### src/rtl/fdiv_iter.sv
// Multi-cycle binary32 divider (round-to-nearest-even). PREP normalises operands and
// resolves specials, ITER produces one restoring quotient bit per cycle, ROUND packs.
module fdiv_iter #(
  parameter int ITER = 26
) (
  input  logic        clk_i,
  input  logic        reset_i,
  input  logic        start_i,
  input  logic        flush_i,
  input  logic [31:0] a_i,
  input  logic [31:0] b_i,
  output logic        busy_o,
  output logic        done_o,
  output logic [31:0] result_o,
  output logic [4:0]  flags_o
);
  localparam int CW = $clog2(ITER);

  typedef enum logic [2:0] {S_IDLE, S_PREP, S_ITER, S_ROUND, S_DONE} state_e;

  state_e             state_q, state_d;
  logic [31:0]        a_q, a_d, b_q, b_d;
  logic               sign_q, sign_d;
  logic signed [10:0] exp_q, exp_d;
  logic [ITER-1:0]    rem_q, rem_d, quo_q, quo_d;
  logic [23:0]        div_q, div_d;
  logic [CW-1:0]      cnt_q, cnt_d;
  logic               busy_q, busy_d, done_q, done_d;
  logic [31:0]        res_q, res_d;
  logic [4:0]         flags_q, flags_d;

  function automatic logic [4:0] lzc24(input logic [23:0] v);
    lzc24 = 5'd0;
    for (int i = 0; i < 24; i++)
      if (v[i]) lzc24 = 5'(23 - i);
  endfunction

  // Operand unpack, subnormal normalisation and special-case decode
  logic               a_sub, b_sub, a_zero, b_zero, a_inf, b_inf, a_nan, b_nan;
  logic               special;
  logic [4:0]         lz_a, lz_b, spec_flags;
  logic [23:0]        ma_n, mb_n;
  logic signed [10:0] ea_n, eb_n, e_div;
  logic [31:0]        spec_res;

  always_comb begin
    a_sub  = (a_q[30:23] == 8'd0);
    b_sub  = (b_q[30:23] == 8'd0);
    a_zero = a_sub && (a_q[22:0] == 23'd0);
    b_zero = b_sub && (b_q[22:0] == 23'd0);
    a_inf  = (a_q[30:23] == 8'hFF) && (a_q[22:0] == 23'd0);
    b_inf  = (b_q[30:23] == 8'hFF) && (b_q[22:0] == 23'd0);
    a_nan  = (a_q[30:23] == 8'hFF) && (a_q[22:0] != 23'd0);
    b_nan  = (b_q[30:23] == 8'hFF) && (b_q[22:0] != 23'd0);
    lz_a   = a_sub ? lzc24({1'b0, a_q[22:0]}) : 5'd0;
    lz_b   = b_sub ? lzc24({1'b0, b_q[22:0]}) : 5'd0;
    ma_n   = {!a_sub, a_q[22:0]} << lz_a;
    mb_n   = {!b_sub, b_q[22:0]} << lz_b;
    ea_n   = a_sub ? 11'sd1 - $signed({6'd0, lz_a}) : $signed({3'd0, a_q[30:23]});
    eb_n   = b_sub ? 11'sd1 - $signed({6'd0, lz_b}) : $signed({3'd0, b_q[30:23]});
    e_div  = ea_n - eb_n + 11'sd127;

    special    = 1'b1;
    spec_res   = {a_q[31] ^ b_q[31], 8'hFF, 23'd0};
    spec_flags = 5'd0;
    if (a_nan || b_nan) begin
      spec_res   = 32'h7FC0_0000;
      spec_flags = {(a_nan && !a_q[22]) || (b_nan && !b_q[22]), 4'd0};
    end else if ((a_zero && b_zero) || (a_inf && b_inf)) begin
      spec_res   = 32'h7FC0_0000;
      spec_flags = 5'b10000;
    end else if (b_zero) begin
      spec_flags = 5'b01000;
    end else if (a_inf) begin
      spec_flags = 5'd0;
    end else if (a_zero || b_inf) begin
      spec_res   = {a_q[31] ^ b_q[31], 31'd0};
    end else begin
      special    = 1'b0;
    end
  end

  // Denormalise tiny results, then RNE; the hidden bit is folded into the exponent field
  logic [10:0]     shamt;
  logic [ITER-1:0] q_sh, q_mask;
  logic [7:0]      e_pre;
  logic            stk, rnd_up, nx, ovf;
  logic [31:0]     sum, rnd_res;
  logic [4:0]      rnd_flags;

  always_comb begin
    shamt  = 11'(11'sd1 - exp_q);
    q_sh   = quo_q;
    q_mask = '0;
    stk    = (rem_q != '0);
    e_pre  = exp_q[7:0] - 8'd1;
    ovf    = (exp_q >= 11'sd255);
    if (exp_q <= 11'sd0) begin
      e_pre = 8'd0;
      if (shamt >= 11'(ITER)) begin
        stk  = stk || (quo_q != '0);
        q_sh = '0;
      end else begin
        q_mask = (ITER'(1) << shamt) - ITER'(1);
        stk    = stk || ((quo_q & q_mask) != '0);
        q_sh   = quo_q >> shamt;
      end
    end
    rnd_up = q_sh[1] && (q_sh[0] || stk || q_sh[2]);
    nx     = q_sh[1] || q_sh[0] || stk;
    sum    = {1'b0, e_pre, 23'd0} + {8'd0, q_sh[25:2]} + {31'd0, rnd_up};
    ovf    = ovf || (sum[30:23] == 8'hFF);
    if (ovf) begin
      rnd_res   = {sign_q, 8'hFF, 23'd0};
      rnd_flags = 5'b00101;
    end else begin
      rnd_res   = {sign_q, sum[30:0]};
      rnd_flags = {3'b000, (sum[30:23] == 8'd0) && nx, nx};
    end
  end

  logic [ITER:0] diff;

  always_comb begin
    state_d = state_q;
    a_d     = a_q;
    b_d     = b_q;
    sign_d  = sign_q;
    exp_d   = exp_q;
    rem_d   = rem_q;
    quo_d   = quo_q;
    div_d   = div_q;
    cnt_d   = cnt_q;
    busy_d  = busy_q;
    done_d  = 1'b0;
    res_d   = res_q;
    flags_d = flags_q;
    diff    = {1'b0, rem_q} - {{(ITER-23){1'b0}}, div_q};
    case (state_q)
      S_IDLE: if (start_i && !flush_i) begin
        a_d     = a_i;
        b_d     = b_i;
        busy_d  = 1'b1;
        state_d = S_PREP;
      end
      S_PREP: if (flush_i) begin
        busy_d  = 1'b0;
        state_d = S_IDLE;
      end else if (special) begin
        res_d   = spec_res;
        flags_d = spec_flags;
        done_d  = 1'b1;
        busy_d  = 1'b0;
        state_d = S_DONE;
      end else begin
        sign_d  = a_q[31] ^ b_q[31];
        exp_d   = (ma_n < mb_n) ? e_div - 11'sd1 : e_div;
        rem_d   = (ma_n < mb_n) ? {1'b0, ma_n, 1'b0} : {2'b00, ma_n};
        div_d   = mb_n;
        quo_d   = '0;
        cnt_d   = '0;
        state_d = S_ITER;
      end
      S_ITER: if (flush_i) begin
        busy_d  = 1'b0;
        state_d = S_IDLE;
      end else begin
        quo_d = {quo_q[ITER-2:0], !diff[ITER]};
        rem_d = (diff[ITER] ? rem_q : diff[ITER-1:0]) << 1;
        cnt_d = cnt_q + 1'b1;
        if (cnt_q == CW'(ITER - 1)) state_d = S_ROUND;
      end
      S_ROUND: if (flush_i) begin
        busy_d  = 1'b0;
        state_d = S_IDLE;
      end else begin
        res_d   = rnd_res;
        flags_d = rnd_flags;
        done_d  = 1'b1;
        busy_d  = 1'b0;
        state_d = S_DONE;
      end
      S_DONE:  state_d = S_IDLE;
      default: state_d = S_IDLE;
    endcase
  end

  always_ff @(posedge clk_i or negedge reset_i) begin
    if (!reset_i) begin
      state_q <= S_IDLE;
      a_q     <= '0;
      b_q     <= '0;
      sign_q  <= 1'b0;
      exp_q   <= '0;
      rem_q   <= '0;
      quo_q   <= '0;
      div_q   <= '0;
      cnt_q   <= '0;
      busy_q  <= 1'b0;
      done_q  <= 1'b0;
      res_q   <= '0;
      flags_q <= '0;
    end else begin
      state_q <= state_d;
      a_q     <= a_d;
      b_q     <= b_d;
      sign_q  <= sign_d;
      exp_q   <= exp_d;
      rem_q   <= rem_d;
      quo_q   <= quo_d;
      div_q   <= div_d;
      cnt_q   <= cnt_d;
      busy_q  <= busy_d;
      done_q  <= done_d;
      res_q   <= res_d;
      flags_q <= flags_d;
    end
  end

  assign busy_o   = busy_q;
  assign done_o   = done_q;
  assign result_o = res_q;
  assign flags_o  = flags_q;

endmodule
### config.mk
export PLATFORM = sky130hd
export DESIGN_NAME = fdiv_iter
export DESIGN_NICKNAME = d
export VERILOG_FILES = /design/src/rtl/fdiv_iter.sv
export SDC_FILE = /design/constraint.sdc
export NUM_CORES = 1
export LEC_CHECK = 0
export BUFFER_PORTS_ARGS = -buffer_cell sky130_fd_sc_hd__buf_2
export CAP_MARGIN = 20
export CORE_AREA = 2 2 189 191
export DETAILED_ROUTE_END_ITERATION = 7
export DIE_AREA = 0 0 191 193
export PLACE_DENSITY = 0.66
export SETUP_SLACK_MARGIN = 0.3
export SYNTH_ARGS = -nofsm -noshare
export SYNTH_HDL_FRONTEND = slang
export SYNTH_SLANG_ARGS = --single-unit
### constraint.sdc
create_clock -name clk_i -period 7.45 [get_ports clk_i]
set_input_delay 1.49 -clock clk_i [delete_from_list [all_inputs] [get_ports clk_i]]
set_output_delay 1.49 -clock clk_i [all_outputs]
set_load 0.02 [all_outputs]
==> reports/metrics.cfg <==
[placed_design]
place_hpwl_mm = 40.0
port_buffers = 106
place_congestion = 0.980

[cts]
cts_buffers = 17
cts_setup_buffers = 0
cts_tree = done
cts-root-buf = clkbuf_16
cts.htree.levels = 4
clkTransAtPathRegs_ns = 0.07
cts.sinks = 199
hold_buffers = 0
clockBufferDepth = 2
clock_latency_ns = 0.46

[floorplan]
die_height_um = 193
start_util = 0.491
num_rows = 69
core_sq_um = 35000
io-pin-count = 107
fp.dieArea_sq_um = 36900
die_x_um = 191

[synthesis]
synth_cell_type_count = 92
synthCells = 2184
syn_nets = 2333
synth_top_family_by_area = simple AND/OR/NAND/NOR gates
synthAdderAreaFrac = 0.0599
ys.flop_type = dfrtp_1
synth_compound_area_frac = 0.215
synthArstFlopShare = 1.00
synthesis.area_sq_um = 17200
synth-edff-count = 0
syn_avg_cell_area_sq_um = 7.86
synth_simple_gate_area_share = 0.238
ys_ff_latch = 199
synthXorXnorAreaFrac = 0.0403
synth_warnings = 0
yosysSeqAreaShare = 0.290
synth_mux_area_frac = 0.103

[routing]
dr.pass1.iters = 6
drt_iter0_markers = 1352
via_per_inst = 6.14
wl_per_cell_um = 20.2
wl_mm = 54.0
drc = 0
vias = 16500
final_antenna_net_count = 0

[worst_setup_path]
startpoint = a_q[28]
slowest_delay_ns = 0.66
crit_path_start_kind = register
crit_fanout = 40
end_kind = register
crit_slowest_cell = a221oi_1
cp.required_ns = 7.76
cp.arrival_ns = 6.82
crit_end = rem_q[6]
reg2reg_to = rem_q[6]
reg2reg_from = a_q[28]
reg2reg_slack_ns = 0.94
worstRegToRegCells = 27
crit_top_cell = a21o_1
worstSetupPathType = register to register

[power_and_ir_drop]
p_switching_uw = 3220
finalPower_uw = 6630
power.leakage_uw = 0.00835
power_frac_comb = 0.585
netSwitchingFraction = 0.486
power.share.clock = 0.156
power_density_nw_per_um2 = 354
ir_drop_uv = 233
power.internal_uw = 3400
p_seq_frac = 0.259

[grt]
use_met2 = 0.501
met1_usage = 0.378
grt_pass1_wl_mm = 86.0
gr-usage-all-layers = 0.294
grt_pass1_vias = 15600
grt_overflow = 0
met3_usage = 0.0398
top_usage_layer = met2
grt_max_degree = 93
antenna_found_initial = 0

[outcome]
status = complete, no violations

[layout]
drive_above_1_share = 0.125
final_common_cell = nand2_1
final_cell_mix = nand2_1 (432), dfrtp_1 (197), o21ai_0 (159), nor2_1 (153), a21oi_1 (113)
finish.utilization = 0.535
multi_input_area_sq_um = 11300
final_net_count = 2352
syn_to_final_growth_pct = 8.96
n_fill_cell = 3352
regArea_sq_um = 4980
antenna_cells = 0

[job]
cap_violations = 0

[timing]
slew_viol_final = 0
grt_setup_unrepaired = false
tightest_slew_ns = 1.04
min_period_ns = 6.51
period_share = 0.873
setup_viol = 0
setup_tns_ns = 0
fin_skew_ns = 0.0138
max-slew-margin-rel = 0.301
fmax_ghz = 0.154
hold_viol = 0

[min_path]
hold-path-cell-count = 2
hp-class = register to register

-- metal layers --
layer	routed length, um	up-vias
li1	-	7912
met1	23300	7873
met2	26000	545
met3	2710	120
met4	1970	0
met5	0	-
-- worst max-delay path, delay by kind of cell, from the launching register on --
| kind | cells | cell delay [ns] |
|---|---|---|
| buf+inv | 3 | 0.73 |
| compound gates | 11 | 2.22 |
| fa+ha+maj | 1 | 0.21 |
| flops | 1 | 0.41 |
| mux | 4 | 1.06 |
| simple gates | 8 | 1.69 |
-- state kept, by name, summed over array words and instances (netlist names), 3 cells and up --
signal / flops
a_q: 32
b_q: 32
cnt_q: 5
div_q: 24
exp_q: 11
flags_o: 5
quo_q: 26
rem_q: 26
result_o: 32
state_q: 3
-- area by class of cell --
cell class / count / share of cell area
Tap cell: 461 / 0.0308
Clock inverter: 13 / 0.0102
Sequential cell: 199 / 0.266
Inverter: 79 / 0.0159
Timing Repair Buffer: 149 / 0.0470
Multi-Input combinational cell: 1757 / 0.605
Clock buffer: 19 / 0.0242
-- logic make-up after synthesis --
kind of cell    count (synthesis)
fa+ha+maj                      81
mux                           152
simple gates                  886
buf+inv                       228
flops                         199
xor+xnor                       79
compound gates                559
-- repair_timing --
item                       CTS  global route
resized for setup            0             1
setup endpoints to repair    0             2
hold endpoints to repair     0             0
-- synth_stat cells, drive strengths merged, types with 10 or more instances --
| cell type | count | share of area |
|---|---|---|
| a211o | 10 | 0.0051 |
| a211oi | 28 | 0.012 |
| a21o | 17 | 0.0074 |
| a21oi | 115 | 0.034 |
| a221oi | 14 | 0.0071 |
| a22oi | 10 | 0.0044 |
| a31oi | 16 | 0.0058 |
| and2 | 12 | 0.0044 |
| and3 | 14 | 0.0051 |
| buf | 49 | 0.015 |
| clkbuf | 100 | 0.022 |
| dfrtp | 199 | 0.29 |
| ha | 79 | 0.058 |
| inv | 76 | 0.017 |
| mux2 | 32 | 0.021 |
| mux2i | 103 | 0.060 |
| mux4 | 17 | 0.022 |
| nand2 | 432 | 0.094 |
| nand2b | 17 | 0.0062 |
| nand3 | 42 | 0.012 |
| nand4 | 33 | 0.012 |
| nor2 | 155 | 0.034 |
| nor2b | 26 | 0.0095 |
| nor3 | 61 | 0.018 |
| nor4 | 31 | 0.013 |
| o2111ai | 11 | 0.0056 |
| o211ai | 21 | 0.0095 |
| o21a | 13 | 0.0057 |
| o21ai | 170 | 0.050 |
| o21bai | 10 | 0.0044 |
| o31a | 11 | 0.0056 |
| o31ai | 23 | 0.010 |
| or2 | 17 | 0.0062 |
| or3 | 15 | 0.0055 |
| xnor2 | 41 | 0.021 |
| xor2 | 38 | 0.019 |
-- stage by stage --
step	cells	setup slack (ns)	instance area [sq um]	hold WS, ns
floorplan	2184	1.29	17200	0.418
global placement	2644	1.09	18000	0.433
detailed placement	2644	1.00	18000	0.442
CTS	2676	0.890	18700	0.460
global route	2677	0.358	18700	0.492
finish	2677	0.944	18700	0.452
-- worst min-delay path by stage --
stage	start	end	slack (ns)
after global routing	div_q[23]	div_q[23]	0.49
after floorplan	div_q[23]	div_q[23]	0.42
final	div_q[23]	div_q[23]	0.45
after detailed placement	div_q[23]	div_q[23]	0.44
after CTS	div_q[23]	div_q[23]	0.46
after global placement	div_q[23]	div_q[23]	0.43
-- power groups by stage --
| stage | Clock (uW) | Sequential (uW) | Combinational [uW] |
|---|---|---|---|
| floorplan | 0 | 1610 | 2920 |
| global placement | 0 | 1710 | 3770 |
| detailed placement | 0 | 1730 | 3800 |
| CTS | 1050 | 1710 | 3830 |
| global route | 1100 | 1760 | 4280 |
| finish | 1030 | 1710 | 3880 |
Power figures use the tool's default switching activity.
